File: src/rtl/opb_register_bank_ppc2simulink_pkg.sv
// Shared definitions for the OPB register bank: CTRL layout, counter width, byte-lane mapping.
package opb_register_bank_ppc2simulink_pkg;

  // CTRL bit positions in LSB-0 numbering (OPB bit 31 is position 0).
  localparam int CTRL_COMMIT_BIT = 0;
  localparam int CTRL_AUTO_BIT   = 1;
  localparam int CCOUNT_W        = 16;

  // OPB byte enable BE[0] covers DBus[0:7], which is the most significant byte.
  function automatic logic [31:0] be_to_mask(input logic [0:3] be);
    logic [31:0] m;
    m = '0;
    for (int i = 0; i < 4; i++)
      m[31-8*i -: 8] = {8{be[i]}};
    return m;
  endfunction

endpackage

File: src/rtl/opb_register_bank_ppc2simulink_decode.sv
// Address range check, word index, byte mask and single-cycle ack with lockout.
module opb_reg_decode
  import opb_register_bank_ppc2simulink_pkg::*;
#(
  parameter int unsigned             C_OPB_AWIDTH = 32,
  parameter logic [C_OPB_AWIDTH-1:0] C_BASEADDR   = '0,
  parameter logic [C_OPB_AWIDTH-1:0] C_HIGHADDR   = 'hFF
) (
  input  logic                    clk,
  input  logic                    rst,
  input  logic [0:C_OPB_AWIDTH-1] abus,
  input  logic [0:3]              be,
  input  logic                    rnw,
  input  logic                    select,
  output logic                    wr_en,
  output logic                    rd_en,
  output logic [C_OPB_AWIDTH-1:0] idx,
  output logic [31:0]             mask,
  output logic                    xfer_ack
);

  logic [C_OPB_AWIDTH-1:0] addr;
  logic                    in_range;
  logic                    accept;

  assign addr     = abus;
  assign in_range = (addr >= C_BASEADDR) && (addr <= C_HIGHADDR);
  // The ack cycle blocks a new accept, so a held select acks every other cycle.
  assign accept   = select && in_range && !xfer_ack;
  assign wr_en    = accept && !rnw;
  assign rd_en    = accept && rnw;
  assign idx      = (addr - C_BASEADDR) >> 2;
  assign mask     = be_to_mask(be);

  // Ack follows the accepting cycle; reset drops any transfer in flight.
  always_ff @(posedge clk or posedge rst) begin
    if (rst) xfer_ack <= 1'b0;
    else     xfer_ack <= accept;
  end

endmodule

File: src/rtl/opb_register_bank_ppc2simulink.sv
// OPB slave exposing C_NUM_REGS software registers to fabric, with optional shadow/commit.
module opb_register_bank_ppc2simulink
  import opb_register_bank_ppc2simulink_pkg::*;
#(
  parameter int unsigned             C_OPB_AWIDTH = 32,
  parameter int unsigned             C_OPB_DWIDTH = 32,
  parameter logic [C_OPB_AWIDTH-1:0] C_BASEADDR   = 32'h0000_0000,
  parameter logic [C_OPB_AWIDTH-1:0] C_HIGHADDR   = 32'h0000_00FF,
  parameter int                      C_NUM_REGS   = 8,
  parameter int                      C_SHADOW     = 1,
  parameter logic [31:0]             C_RESET_VAL  = 32'h0,
  parameter string                   C_FAMILY     = "virtex5"
) (
  input  logic                       OPB_Clk,
  input  logic                       OPB_Rst,
  input  logic [0:C_OPB_AWIDTH-1]    OPB_ABus,
  input  logic [0:3]                 OPB_BE,
  input  logic [0:C_OPB_DWIDTH-1]    OPB_DBus,
  input  logic                       OPB_RNW,
  input  logic                       OPB_select,
  input  logic                       OPB_seqAddr,
  output logic [0:C_OPB_DWIDTH-1]    Sl_DBus,
  output logic                       Sl_xferAck,
  output logic                       Sl_errAck,
  output logic                       Sl_retry,
  output logic                       Sl_toutSup,
  output logic [32*C_NUM_REGS-1:0]   user_data_out,
  output logic [C_NUM_REGS-1:0]      user_update,
  output logic                       user_commit
);

  localparam bit    SHADOW        = (C_SHADOW != 0);
  localparam string unused_family = C_FAMILY;

  logic                          wr_en, rd_en;
  logic [C_OPB_AWIDTH-1:0]       idx;
  logic [31:0]                   mask, wdata, rd_word;
  logic [C_NUM_REGS-1:0][31:0]   sh, live;
  logic                          auto;
  logic [CCOUNT_W-1:0]           ccount;
  logic                          unused_seq;

  assign unused_seq = OPB_seqAddr;
  assign wdata      = OPB_DBus;
  assign Sl_errAck  = 1'b0;
  assign Sl_retry   = 1'b0;
  assign Sl_toutSup = 1'b0;

  opb_reg_decode #(
    .C_OPB_AWIDTH (C_OPB_AWIDTH),
    .C_BASEADDR   (C_BASEADDR),
    .C_HIGHADDR   (C_HIGHADDR)
  ) u_decode (
    .clk      (OPB_Clk),
    .rst      (OPB_Rst),
    .abus     (OPB_ABus),
    .be       (OPB_BE),
    .rnw      (OPB_RNW),
    .select   (OPB_select),
    .wr_en    (wr_en),
    .rd_en    (rd_en),
    .idx      (idx),
    .mask     (mask),
    .xfer_ack (Sl_xferAck)
  );

  genvar g;
  for (g = 0; g < C_NUM_REGS; g++) begin : g_out
    assign user_data_out[32*g +: 32] = live[g];
  end

  // Read mux: registers return the shadow copy, CTRL returns counter and AUTO, holes return 0.
  always_comb begin
    rd_word = '0;
    if (idx == C_NUM_REGS) begin
      rd_word = '0;
      rd_word[31 -: CCOUNT_W]  = ccount;
      rd_word[CTRL_AUTO_BIT]   = auto;
    end
    for (int i = 0; i < C_NUM_REGS; i++)
      if (idx == i) rd_word = sh[i];
  end

  // Read data is presented only in the ack cycle.
  always_ff @(posedge OPB_Clk or posedge OPB_Rst) begin
    if (OPB_Rst) Sl_DBus <= '0;
    else         Sl_DBus <= rd_en ? rd_word : '0;
  end

  // Register writes, CTRL handling and the update/commit strobes.
  always_ff @(posedge OPB_Clk or posedge OPB_Rst) begin
    if (OPB_Rst) begin
      sh          <= {C_NUM_REGS{C_RESET_VAL}};
      live        <= {C_NUM_REGS{C_RESET_VAL}};
      auto        <= 1'b0;
      ccount      <= '0;
      user_update <= '0;
      user_commit <= 1'b0;
    end else begin
      user_update <= '0;
      user_commit <= 1'b0;
      if (wr_en) begin
        for (int i = 0; i < C_NUM_REGS; i++) begin
          if (idx == i) begin
            sh[i] <= (sh[i] & ~mask) | (wdata & mask);
            if (!SHADOW || auto) begin
              live[i] <= (live[i] & ~mask) | (wdata & mask);
              if (|mask) user_update[i] <= 1'b1;
            end
          end
        end
        if (idx == C_NUM_REGS) begin
          // Commit uses the shadows as they stand before this write; AUTO takes effect afterwards.
          if (SHADOW && mask[CTRL_COMMIT_BIT] && wdata[CTRL_COMMIT_BIT]) begin
            live        <= sh;
            user_update <= '1;
            user_commit <= 1'b1;
            ccount      <= ccount + 1'b1;
          end
          if (mask[CTRL_AUTO_BIT]) auto <= wdata[CTRL_AUTO_BIT];
        end
      end
    end
  end

endmodule

File: config.mk
export PLATFORM = sky130hd
export DESIGN_NAME = opb_register_bank_ppc2simulink
export DESIGN_NICKNAME = d
export VERILOG_FILES = /design/src/rtl/opb_register_bank_ppc2simulink_pkg.sv /design/src/rtl/opb_register_bank_ppc2simulink_decode.sv /design/src/rtl/opb_register_bank_ppc2simulink.sv
export SDC_FILE = /design/constraint.sdc
export NUM_CORES = 1
export LEC_CHECK = 0
export ABC_AREA = 1
export BUFFER_PORTS_ARGS = -buffer_cell sky130_fd_sc_hd__buf_4
export CAP_MARGIN = 0
export CORE_ASPECT_RATIO = 1.75
export CORE_UTILIZATION = 62
export CTS_BUF_LIST = sky130_fd_sc_hd__clkbuf_8 sky130_fd_sc_hd__clkbuf_16
export CTS_CLUSTER_SIZE = 20
export DETAILED_ROUTE_END_ITERATION = 8
export PLACE_DENSITY = 0.95
export SLEW_MARGIN = 15
export SYNTH_ARGS = -nofsm -noshare
export SYNTH_HDL_FRONTEND = slang
export SYNTH_SLANG_ARGS = --single-unit
File: constraint.sdc
create_clock -name OPB_Clk -period 30.5 [get_ports OPB_Clk]
set_clock_uncertainty 0.15 [all_clocks]
set_input_delay 6.1 -clock OPB_Clk [delete_from_list [all_inputs] [get_ports OPB_Clk]]
set_output_delay 6.1 -clock OPB_Clk [all_outputs]
set_load 0.01 [all_outputs]
==> results.json <==
{
  "endpoint_kind": "flip-flop",
  "insertion_delay_ns": 0.59,
  "gr-total-overflow": 0,
  "cts.htree.levels": 2,
  "die_area_um2": 43800,
  "seq_area_frac_synth_pct": 53.6,
  "seq_power_share_pct": 52.7,
  "min_from": "ccount[14]$_DFFE_PP0P_",
  "hold_end": "ccount[14]$_DFFE_PP0P_",
  "ir_worst_vdd_mv": 0.0523,
  "hold_viol": 0,
  "cts_tree": "done",
  "finalSetupViolations": 0,
  "final_cell_mix": "nand2_1, dfrtp_1, o21ai_0",
  "nets": 3493,
  "p_switching_mw": 0.324,
  "finalMaxSlewViolations": 0,
  "io_buffers": 367,
  "cts_buffer_depth": 3,
  "drtIter0Drc": 3578,
  "worst-path-max-fanout": 35,
  "cp_data_required_time_ns": 30.84,
  "p_leak_nw": 15.0,
  "wl_per_cell_um": 22.6,
  "syn_avg_cell_area_um2": 8.38,
  "numClockSinks": 571,
  "cp-start-kind": "input pin",
  "min_period_ns": 9.67,
  "design_area_um2": 31100,
  "drc": 0,
  "grt_max_degree": 136,
  "grt_use_total_pct": 41.9,
  "status": "complete, no violations",
  "die_y_um": 276,
  "r2r_setup_slack_ns": 26.87,
  "drive_above_1_share_pct": 15.0,
  "syn_area_um2": 26600,
  "cts_setup_buffers": 0,
  "vias": 26100,
  "place_area_um2": 29500,
  "synth_cells": 3178,
  "multi_input_area_um2": 10800,
  "dp_hpwl_mm": 60.6,
  "cts_root_buffer": "clkbuf_16",
  "start_util_pct": 62.8,
  "cts_resized": 0,
  "comb_power_share_pct": 3.0,
  "final_common_cell": "nand2_1",
  "maxCapViolCount": 0,
  "area_growth_pct": 16.9,
  "core_area_um2": 42400,
  "grt_pass1_vias": 25100,
  "power.internal_mw": 1.11,
  "wirelength_mm": 90.9,
  "grt_pass1_wl_mm": 139,
  "fmax_mhz": 103,
  "switching_share_pct": 22.5,
  "antenna_found_initial": 3,
  "timing.final.crit_share_pct": 31.7,
  "ys_types": 41,
  "power.density_nw_per_um2": 46.1,
  "io_pins": 374,
  "rr_startpoint": "u_decode.xfer_ack$_DFF_PP0_",
  "slew_headroom_pct": 19.6,
  "numCtsBuffers": 48,
  "synth.ff_latch_count": 571,
  "ant_nets": 0,
  "gp_congestion": 0.962,
  "cts_hold_buf": 0,
  "vias_per_cell": 6.50,
  "hold_path_class": "reg -> reg",
  "clkTransAtPathRegs_ns": 0.07,
  "clock_power_share_pct": 44.3,
  "worstReg2RegEnd": "user_data_out[65]$_DFFE_PP0P_",
  "tns_ns": 0,
  "min_path_cells": 1,
  "cp.arrival_ns": 10.01,
  "crit_type": "in -> reg",
  "drtPass1Iterations": 9,
  "yosys_warnings": 0,
  "register_area_um2": 14300,
  "r2r_cells": 10,
  "worstMarginPinSlew_ns": 1.21,
  "fp.dieW_um": 159,
  "rows": 100,
  "rsz0062_at_grt": "no",
  "num-fill-cells": 3024
}
==> how the worst max path moves through the flow <==
stage | from | end | cells past startpoint | slack [ns]
final | OPB_ABus[0] | user_data_out[211]$_DFFE_PP0P_ | 11 | 20.83
after global routing | OPB_ABus[0] | user_data_out[211]$_DFFE_PP0P_ | 11 | 20.66
after CTS | OPB_ABus[0] | user_data_out[211]$_DFFE_PP0P_ | 11 | 20.99
after detailed placement | OPB_ABus[0] | user_data_out[210]$_DFFE_PP0P_ | 11 | 20.41
after global placement | OPB_ABus[0] | user_data_out[211]$_DFFE_PP0P_ | 11 | 20.47
after floorplan | OPB_Rst | Sl_DBus[0]$_DFF_PP0_ | 1 | 8.28
==> Yosys cell counts (all sizes together) <==
library cell  instances  area [µm²]
nand2               828        3120
dfrtp               571       14300
o21ai               416        2100
nor2                242         953
inv                 208         781
a21oi               192         976
o211ai              190        1430
clkbuf              152         571
nand3                64         325
o22ai                61         382
buf                  54         273
a31oi                45         282
o32ai                35         307
nand4                22         138
o31ai                22         165
nor3                 17         101
nor3b                15         113
xor2                 10        87.6
a22oi                 9        67.6
a32oi                 7        61.3
clkinv                6        22.5
xnor2                 5        43.8
nor4                  2        12.5
conb                  1        3.75
ha                    1        12.5
nor4b                 1        8.76
o41ai                 1        8.76
or2                   1        6.26
==> worst max-delay path: stages <==
cell and delay [ns]:
buf_4 0.11, nor2_1 0.36, nand3_1 0.31, nor2_2 0.25, nand3_1 0.25, nor2_4 0.74
buf_4 0.55, nand2_1 0.38, o21ai_1 0.70, nor2_1 0.10, a21oi_1 0.16
==> logic make-up after synthesis <==
kind of cell	Yosys count	synth area share, %
xor gates and xnor gates	15	0.493
AOI/OAI and AO/OA	978	21.7
and+or+nand+nor	1192	17.9
DFF	571	53.6
buffers and inverters	420	6.18
other	1	0.0141
adders and majority gates	1	0.0470
==> per-layer routing <==
metal	global-route usage, %	part of all wire [%]	vias to the layer above	wire length, µm
met5	0	0.014	-	13
met4	32.7	9.1	2	8280
met3	10.1	12	571	10500
met2	65.9	47	2086	42900
met1	48.8	32	12200	29100
li1	-	-	11300	-
==> power by group through the flow <==
stage | Clock (mW) | Sequential, mW | Combinational, mW
finish | 0.636 | 0.757 | 0.0432
global route | 0.659 | 0.756 | 0.0464
CTS | 0.634 | 0.757 | 0.0421
detailed placement | 0 | 0.771 | 0.0418
global placement | 0 | 0.771 | 0.0414
floorplan | 0 | 0.772 | 0.0200
==> area by class of cell <==
cell class / instances / share of cell area [%]
Multi-Input combinational cell: 2189 / 34.6
Antenna cell: 2 / 0.0161
Clock buffer: 61 / 4.47
Timing Repair Buffer: 395 / 9.52
Inverter: 214 / 2.60
Tap cell: 561 / 2.25
Clock inverter: 25 / 0.679
Sequential cell: 571 / 45.9
==> metrics by stage <==
step           setup slack, ns  cells  total power [mW]  utilization [%]  hold WS (ns)
2_1_floorplan             8.28   3180             0.792                -         0.303
3_3_place_gp             20.47   3930             0.813             69.6         0.317
5_1_grt                  20.66   4018              1.46             73.4         0.348
6_report                 20.83   4018              1.44             73.4         0.341
4_1_cts                  20.99   4016              1.43             73.4         0.340
3_5_place_dp             20.41   3930             0.813             69.6         0.324
Power figures use the tool's default switching activity.
